File: src/rtl/laser_pkg.sv
// Shared types and constants for the LASER two-circle search scheduler.
// The optional early-exit feature is controlled by LASER_EARLY_EXIT_EN.
package laser_pkg;

   localparam int GRID_W = 4;
   localparam int CNT_W  = 6;
   localparam int NPTS   = 40;

   typedef enum logic [2:0] {
      S_IDLE,
      S_INIT,
      S_SCAN,
      S_WAIT,
      S_PASS_END,
      S_FINISH
   } state_t;

   typedef struct packed {
      logic [GRID_W-1:0] x;
      logic [GRID_W-1:0] y;
   } pt_t;

   localparam pt_t C1_INIT = '{x: 4'd4, y: 4'd4};
   localparam pt_t C2_INIT = '{x: 4'd11, y: 4'd11};

endpackage

File: src/rtl/laser_search_ctrl_if.sv
// Candidate request / coverage result channel between the search
// scheduler (master) and the shared coverage-count engine (slave).
interface laser_search_ctrl_if;
   import laser_pkg::*;

   logic              cand_valid;
   logic              cand_ready;
   logic [GRID_W-1:0] cand_x;
   logic [GRID_W-1:0] cand_y;
   logic [GRID_W-1:0] fix_x;
   logic [GRID_W-1:0] fix_y;
   logic              res_valid;
   logic [CNT_W-1:0]  res_cnt;

   modport master (
      output cand_valid, cand_x, cand_y, fix_x, fix_y,
      input  cand_ready, res_valid, res_cnt
   );

   modport slave (
      input  cand_valid, cand_x, cand_y, fix_x, fix_y,
      output cand_ready, res_valid, res_cnt
   );

endinterface

File: src/rtl/laser_raster_gen.sv
// Raster candidate generator: x inner, y outer, wraps (15,15) -> (0,0).
module laser_raster_gen
   import laser_pkg::*;
(
   input  logic              CLK,
   input  logic              RST,
   input  logic              clr,
   input  logic              adv,
   output logic [GRID_W-1:0] x,
   output logic [GRID_W-1:0] y,
   output logic              last
);

   always_ff @(posedge CLK or posedge RST) begin
      if (RST) begin
         x <= '0;
         y <= '0;
      end else if (clr) begin
         x <= '0;
         y <= '0;
      end else if (adv) begin
         x <= x + 1'b1;
         if (&x) y <= y + 1'b1;
      end
   end

   assign last = (&x) & (&y);

endmodule

File: src/rtl/laser_search_ctrl.sv
// Alternating-pass search scheduler for the LASER two-circle problem.
// Define LASER_EARLY_EXIT_EN to stop as soon as a full count is seen.
module laser_search_ctrl
   import laser_pkg::*;
#(
   parameter int MAX_ITER = 4
) (
   input  logic                CLK,
   input  logic                RST,
   input  logic                start,
   output logic                busy,
   laser_search_ctrl_if.master eng,
   output logic [GRID_W-1:0]   C1X,
   output logic [GRID_W-1:0]   C1Y,
   output logic [GRID_W-1:0]   C2X,
   output logic [GRID_W-1:0]   C2Y,
   output logic                DONE
);

   localparam int IT_W = $clog2(MAX_ITER + 1);

   state_t           state, nxt;
   pt_t              c1, c2, pos, cand;
   logic [CNT_W-1:0] g_best, p_best;
   logic [IT_W-1:0]  iter;
   logic             pass2, r_imp;
   logic             rclr, radv, rlast;
   logic [GRID_W-1:0] rx, ry;

   logic acc, got, imp, ri, it_last;

   assign acc     = eng.cand_valid & eng.cand_ready;
   assign got     = (state == S_WAIT) & eng.res_valid;
   assign imp     = p_best > g_best;
   assign ri      = r_imp | imp;
   assign it_last = iter == IT_W'(MAX_ITER - 1);
   assign cand    = '{x: rx, y: ry};

`ifdef LASER_EARLY_EXIT_EN
   logic full;
   assign full = got & (eng.res_cnt == CNT_W'(NPTS));
`endif

   laser_raster_gen u_raster (
      .CLK  (CLK),
      .RST  (RST),
      .clr  (rclr),
      .adv  (radv),
      .x    (rx),
      .y    (ry),
      .last (rlast)
   );

   always_ff @(posedge CLK or posedge RST) begin
      if (RST) state <= S_IDLE;
      else     state <= nxt;
   end

   always_comb begin
      nxt = state;
      unique case (state)
         S_IDLE:  if (start) nxt = S_INIT;
         S_INIT:  nxt = S_SCAN;
         S_SCAN:  if (acc) nxt = S_WAIT;
         S_WAIT: begin
            if (got) begin
               if (rlast) nxt = S_PASS_END;
               else       nxt = S_SCAN;
`ifdef LASER_EARLY_EXIT_EN
               if (full)  nxt = S_FINISH;
`endif
            end
         end
         S_PASS_END: begin
            if (pass2 && (!ri || it_last)) nxt = S_FINISH;
            else                           nxt = S_SCAN;
         end
         S_FINISH: nxt = S_IDLE;
         default:  nxt = S_IDLE;
      endcase
   end

   always_comb begin
      eng.cand_valid = (state == S_SCAN);
      eng.cand_x     = rx;
      eng.cand_y     = ry;
      eng.fix_x      = pass2 ? c1.x : c2.x;
      eng.fix_y      = pass2 ? c1.y : c2.y;
      busy           = (state != S_IDLE) && (state != S_FINISH);
      DONE           = (state == S_FINISH);
      C1X            = c1.x;
      C1Y            = c1.y;
      C2X            = c2.x;
      C2Y            = c2.y;
      rclr           = (state == S_INIT) || (state == S_PASS_END);
      radv           = got && !rlast;
   end

   // pass_best only ever rises from global_best, so it already holds the
   // correct starting value for the next pass without a reload.
   always_ff @(posedge CLK or posedge RST) begin
      if (RST) begin
         c1     <= '0;
         c2     <= '0;
         pos    <= '0;
         g_best <= '0;
         p_best <= '0;
         iter   <= '0;
         pass2  <= 1'b0;
         r_imp  <= 1'b0;
      end else begin
         unique case (state)
            S_INIT: begin
               c1     <= C1_INIT;
               c2     <= C2_INIT;
               g_best <= '0;
               p_best <= '0;
               iter   <= '0;
               pass2  <= 1'b0;
               r_imp  <= 1'b0;
            end
            S_WAIT: begin
               if (got && eng.res_cnt > p_best) begin
                  p_best <= eng.res_cnt;
                  pos    <= cand;
               end
`ifdef LASER_EARLY_EXIT_EN
               if (full) begin
                  g_best <= eng.res_cnt;
                  if (pass2) c2 <= cand;
                  else       c1 <= cand;
               end
`endif
            end
            S_PASS_END: begin
               if (imp) begin
                  g_best <= p_best;
                  if (pass2) c2 <= pos;
                  else       c1 <= pos;
               end
               if (!pass2) begin
                  pass2 <= 1'b1;
                  r_imp <= ri;
               end else begin
                  iter  <= iter + 1'b1;
                  pass2 <= 1'b0;
                  r_imp <= 1'b0;
               end
            end
            default: ;
         endcase
      end
   end

endmodule

File: src/flat_wrapper.sv
// flat-port wrapper written by rule: the top's interface ports become plain ports
module laser_search_ctrl_flat import laser_pkg::*;
#(
   parameter int MAX_ITER = 4
)
  (CLK, RST, start, busy, C1X, C1Y, C2X, C2Y, DONE, eng_cand_valid, eng_cand_x, eng_cand_y, eng_fix_x, eng_fix_y, eng_cand_ready, eng_res_valid, eng_res_cnt);
  laser_search_ctrl_if eng_i ();
  input  logic CLK;
  input  logic RST;
  input  logic start;
  output logic busy;
  output logic [GRID_W-1:0] C1X;
  output logic [GRID_W-1:0] C1Y;
  output logic [GRID_W-1:0] C2X;
  output logic [GRID_W-1:0] C2Y;
  output logic DONE;
  output wire logic [$bits(eng_i.cand_valid)-1:0] eng_cand_valid;
  output wire logic [$bits(eng_i.cand_x)-1:0] eng_cand_x;
  output wire logic [$bits(eng_i.cand_y)-1:0] eng_cand_y;
  output wire logic [$bits(eng_i.fix_x)-1:0] eng_fix_x;
  output wire logic [$bits(eng_i.fix_y)-1:0] eng_fix_y;
  input wire logic [$bits(eng_i.cand_ready)-1:0] eng_cand_ready;
  input wire logic [$bits(eng_i.res_valid)-1:0] eng_res_valid;
  input wire logic [$bits(eng_i.res_cnt)-1:0] eng_res_cnt;
  assign eng_cand_valid = eng_i.cand_valid;
  assign eng_cand_x = eng_i.cand_x;
  assign eng_cand_y = eng_i.cand_y;
  assign eng_fix_x = eng_i.fix_x;
  assign eng_fix_y = eng_i.fix_y;
  assign eng_i.cand_ready = eng_cand_ready;
  assign eng_i.res_valid = eng_res_valid;
  assign eng_i.res_cnt = eng_res_cnt;
  laser_search_ctrl #(.MAX_ITER(MAX_ITER)) u_core (.CLK(CLK), .RST(RST), .start(start), .busy(busy), .eng(eng_i), .C1X(C1X), .C1Y(C1Y), .C2X(C2X), .C2Y(C2Y), .DONE(DONE));
endmodule
File: config.mk
export PLATFORM = sky130hd
export DESIGN_NAME = laser_search_ctrl_flat
export DESIGN_NICKNAME = d
export VERILOG_FILES = /design/src/rtl/laser_pkg.sv /design/src/rtl/laser_search_ctrl_if.sv /design/src/rtl/laser_raster_gen.sv /design/src/rtl/laser_search_ctrl.sv /design/src/flat_wrapper.sv
export SDC_FILE = /design/constraint.sdc
export NUM_CORES = 1
export LEC_CHECK = 0
export CAP_MARGIN = 20
export CORE_MARGIN = 1.5
export CORE_UTILIZATION = 53
export CTS_BUF_LIST = sky130_fd_sc_hd__clkbuf_16
export CTS_CLUSTER_DIAMETER = 40
export CTS_CLUSTER_SIZE = 40
export DETAILED_ROUTE_END_ITERATION = 10
export PLACE_DENSITY_LB_ADDON = 0.15
export SLEW_MARGIN = 30
export SYNTH_ARGS = -nofsm -noshare
export SYNTH_HDL_FRONTEND = slang
export SYNTH_HIERARCHICAL = 1
export SYNTH_SLANG_ARGS = --single-unit
File: constraint.sdc
create_clock -name CLK -period 2.1 [get_ports CLK]
set_input_delay 0.42 -clock CLK [delete_from_list [all_inputs] [get_ports CLK]]
set_output_delay 0.42 -clock CLK [all_outputs]
set_load 0.05 [all_outputs]
==> impl_metrics.tcl <==
set metrics [dict create \
    status "completed" \
    period_share_pct 97.3 \
    cts_made_buffers 5 \
    drt-total-wl_mm 5.66 \
    finalCriticalPeriod_ns 2.04 \
    p_leak_uw 0.00158 \
    drtPass1Iterations 5 \
    initial_core_util_pct 54.7 \
    dp_hpwl_mm 4.12 \
    powerDensity_nw_per_um2 1160 \
    crit_end "u_core/pos[2]" \
    die-width_um 75.6 \
    path_class "in -> reg" \
    dp_worst_setup_slack_ns -0.310 \
    hold_path.class "in -> async" \
    multi_input_comb_area_sq_um 1360 \
    cts_tree "yes" \
    yosys_register_bits 52 \
    finClkSkew_ns 0.00567 \
    regArea_sq_um 1300 \
    startpoint "eng_res_cnt[2]" \
    vias_per_cell 5.22 \
    grt_pass1_vias 2016 \
    startpoint_type "input port" \
    clkLatencyLatePin_ns 0.29 \
    clkSinkCount 52 \
    reg2regPathDepth 8 \
    vias 2102 \
    numPortBuffers 45 \
    setup_slack_ns 0.0562 \
    worstPathArrival_ns 2.22 \
    ant_nets 0 \
    final_util_pct 70.0 \
    power.switching_uw 1750 \
    drv_cap 0 \
    p_total_uw 4150 \
    grt_most_used_layer "met2" \
    syn_area_sq_um 2790 \
    yosysWarnings 6 \
    clock_path_buffers 2 \
    synth_edf_count 0 \
    grt_pass1_wl_mm 9.44 \
    grt_start_max_net_pins 45 \
    ys_types 37 \
    clockRootBuffer "clkbuf_16" \
    first_iter_violations 146 \
    placed_area_sq_um 3410 \
    io_pins 46 \
    postSynthCellCount 271 \
    synth_area_leaders "dfrtp_1 (47%), mux2i_1 (11%), ha_1 (7.2%)" \
    grt_use_met3_pct 4.50 \
    crit_required_ns 2.27 \
    wl_per_cell_um 14.1 \
    pwr-share-comb_pct 48.6 \
    core_area_sq_um 5110 \
    tightestPinTransition_ns 0.638 \
    grt.met2_usage_pct 36.2 \
    netlist.top_cell.by_area "dfrtp_1" \
    synthesis.nets 298 \
    worstSetupEndpointType "flop" \
    cts_hold_buffers 0 \
    synth_flop_cell "dfrtp_1" \
    r2r_end "u_core/C2Y[1]" \
    h-tree-depth 2 \
    design.die.area_sq_um 5710 \
    syn_area_per_cell_sq_um 10.3 \
    setup-tns-final_ns 0 \
    fmax_mhz 489 \
    grtUsageMet1_pct 29.9 \
    r2r_setup_slack_ns 0.08 \
    slew_violations 0 \
    drc 0 \
    worst_slew_margin_rel_pct 57.3 \
    final_area_sq_um 3570 \
    areaGrowthSynthToFinish_pct 28.0 \
    antenna_found_initial 0 \
    ir_drop_uv 846 \
    drive_gt1_share_pct 19.2 \
    clk_pin_slew_ns 0.07 \
    grt.total_usage_pct 22.1 \
    async_flop_share_pct 100 \
    n_fill_cell 400 \
    r2r_start "u_core/g_best[5]" \
    overflow 0 \
    fp-row-count 26 \
    hold_viol 0 \
    cp_max_fo 8 \
    clkPwrFrac_pct 19.1 \
    gp_congestion 0.740 \
    pwr-share-seq_pct 32.2 \
    num_antenna_cells 0 \
    die_h_um 75.6 \
    nNetsFinal 359 \
    synth_seq_area_share_pct 46.6 \
    internal_power_uw 2400 \
    synth_top_area_share_pct 46.6 \
    finalSetupViolations 0 \
    swShare_pct 42.1 \
]
final cells by class:
class / count / area share (%)
clock buffer: 5 / 3.50
sequential: 52 / 36.4
multi-input combinational: 183 / 38.0
timing repair buffer: 61 / 16.1
inverter: 29 / 3.05
tap: 70 / 2.45
clock inverter: 3 / 0.525
registers in the layout, indices dropped and copies added (netlist names), 4 cells and up:
signal and count:
u_core/pos 8, u_core/g_best 6, u_core/p_best 6, u_core/C1X 4, u_core/C1Y 4, u_core/C2X 4, u_core/C2Y 4, u_core/u_raster/x 4
u_core/u_raster/y 4
worst max-delay path, cell delays in order:
cell and delay [ns]:
clkdlybuf4s50_1 0.43, ha_1 0.29, nand4_1 0.13, a21oi_1 0.15, nor3_1 0.06, buf_4 0.14
nor2_2 0.11, buf_6 0.14, mux2_2 0.34
synth_stat cells, drive strengths merged, types with 2 or more instances:
| cell type | instances |
|---|---|
| xor2 | 3 |
| nand3 | 5 |
| o21ai | 12 |
| clkbuf | 2 |
| dfrtp | 52 |
| nand2b | 4 |
| nor2 | 28 |
| nand4 | 5 |
| or3 | 2 |
| mux2 | 16 |
| nand2 | 33 |
| ha | 16 |
| buf | 5 |
| mux2i | 30 |
| a31oi | 2 |
| nor3 | 2 |
| and3 | 2 |
| a21oi | 9 |
| xnor2 | 2 |
| inv | 29 |
power by group through the flow:
stage / combinational (uW) / sequential (uW) / clock [uW]
2_1_floorplan: 1150 / 1600 / 0
3_3_place_gp: 1970 / 1350 / 0
3_5_place_dp: 1990 / 1360 / 0
4_1_cts: 2010 / 1340 / 811
5_1_grt: 2190 / 1370 / 850
6_report: 2020 / 1340 / 793
repair_timing:
item / CTS / global route
pin swaps: 1 / 3
endpoints found under the setup margin: 5 / 8
gates resized for setup: 1 / 3
setup buffers: 0 / 0
worst min path at each step:
stage / end / cells past startpoint
6_report: u_core/u_raster/x[3] / 2
5_1_grt: u_core/u_raster/y[2] / 2
4_1_cts: u_core/u_raster/x[1] / 2
3_5_place_dp: u_core/r_imp / 1
3_3_place_gp: u_core/r_imp / 1
2_1_floorplan: u_core/u_raster/x[0] / 1
per-layer routing:
metal  part of all wire (%)  wire (um)  vias to the layer above
met1                     47       2650                     1009
met4                    1.3         71                        0
met2                     48       2740                       49
met3                    3.5        201                        6
li1                       -          -                     1038
met5                      0          0                        -
through the flow:
stage	hold slack, ns	cells
2_1_floorplan	0.236	271
3_3_place_gp	0.462	395
3_5_place_dp	0.472	395
4_1_cts	0.413	403
5_1_grt	0.436	403
6_report	0.406	403
placed cells by master, fill, tap and decap left out, types with 10 or more instances in the layout:
| cell type | Yosys | layout |
|---|---|---|
| buf_4 | 3 | 25 |
| dfrtp_1 | 52 | 52 |
| nand2_1 | 33 | 33 |
| nor2_1 | 25 | 24 |
| o21ai_0 | 10 | 10 |
| ha_1 | 16 | 15 |
| inv_1 | 29 | 29 |
| clkdlybuf4s50_1 | 0 | 31 |
| mux2_2 | 16 | 16 |
| mux2i_1 | 30 | 30 |
kinds of logic (layout without fill, tap and decap cells):
logic type	after synthesis	in the layout	share of synthesized area (%)
muxes	46	46	17.2
and+or+nand+nor	84	84	14.0
adders and majority gates	16	16	7.17
buffers and inverters	36	98	5.29
AOI/OAI and AO/OA	32	32	8.15
xor gates and xnor gates	5	5	1.57
DFF	52	52	46.6
Note: power is estimated with default switching activity, not from simulation.
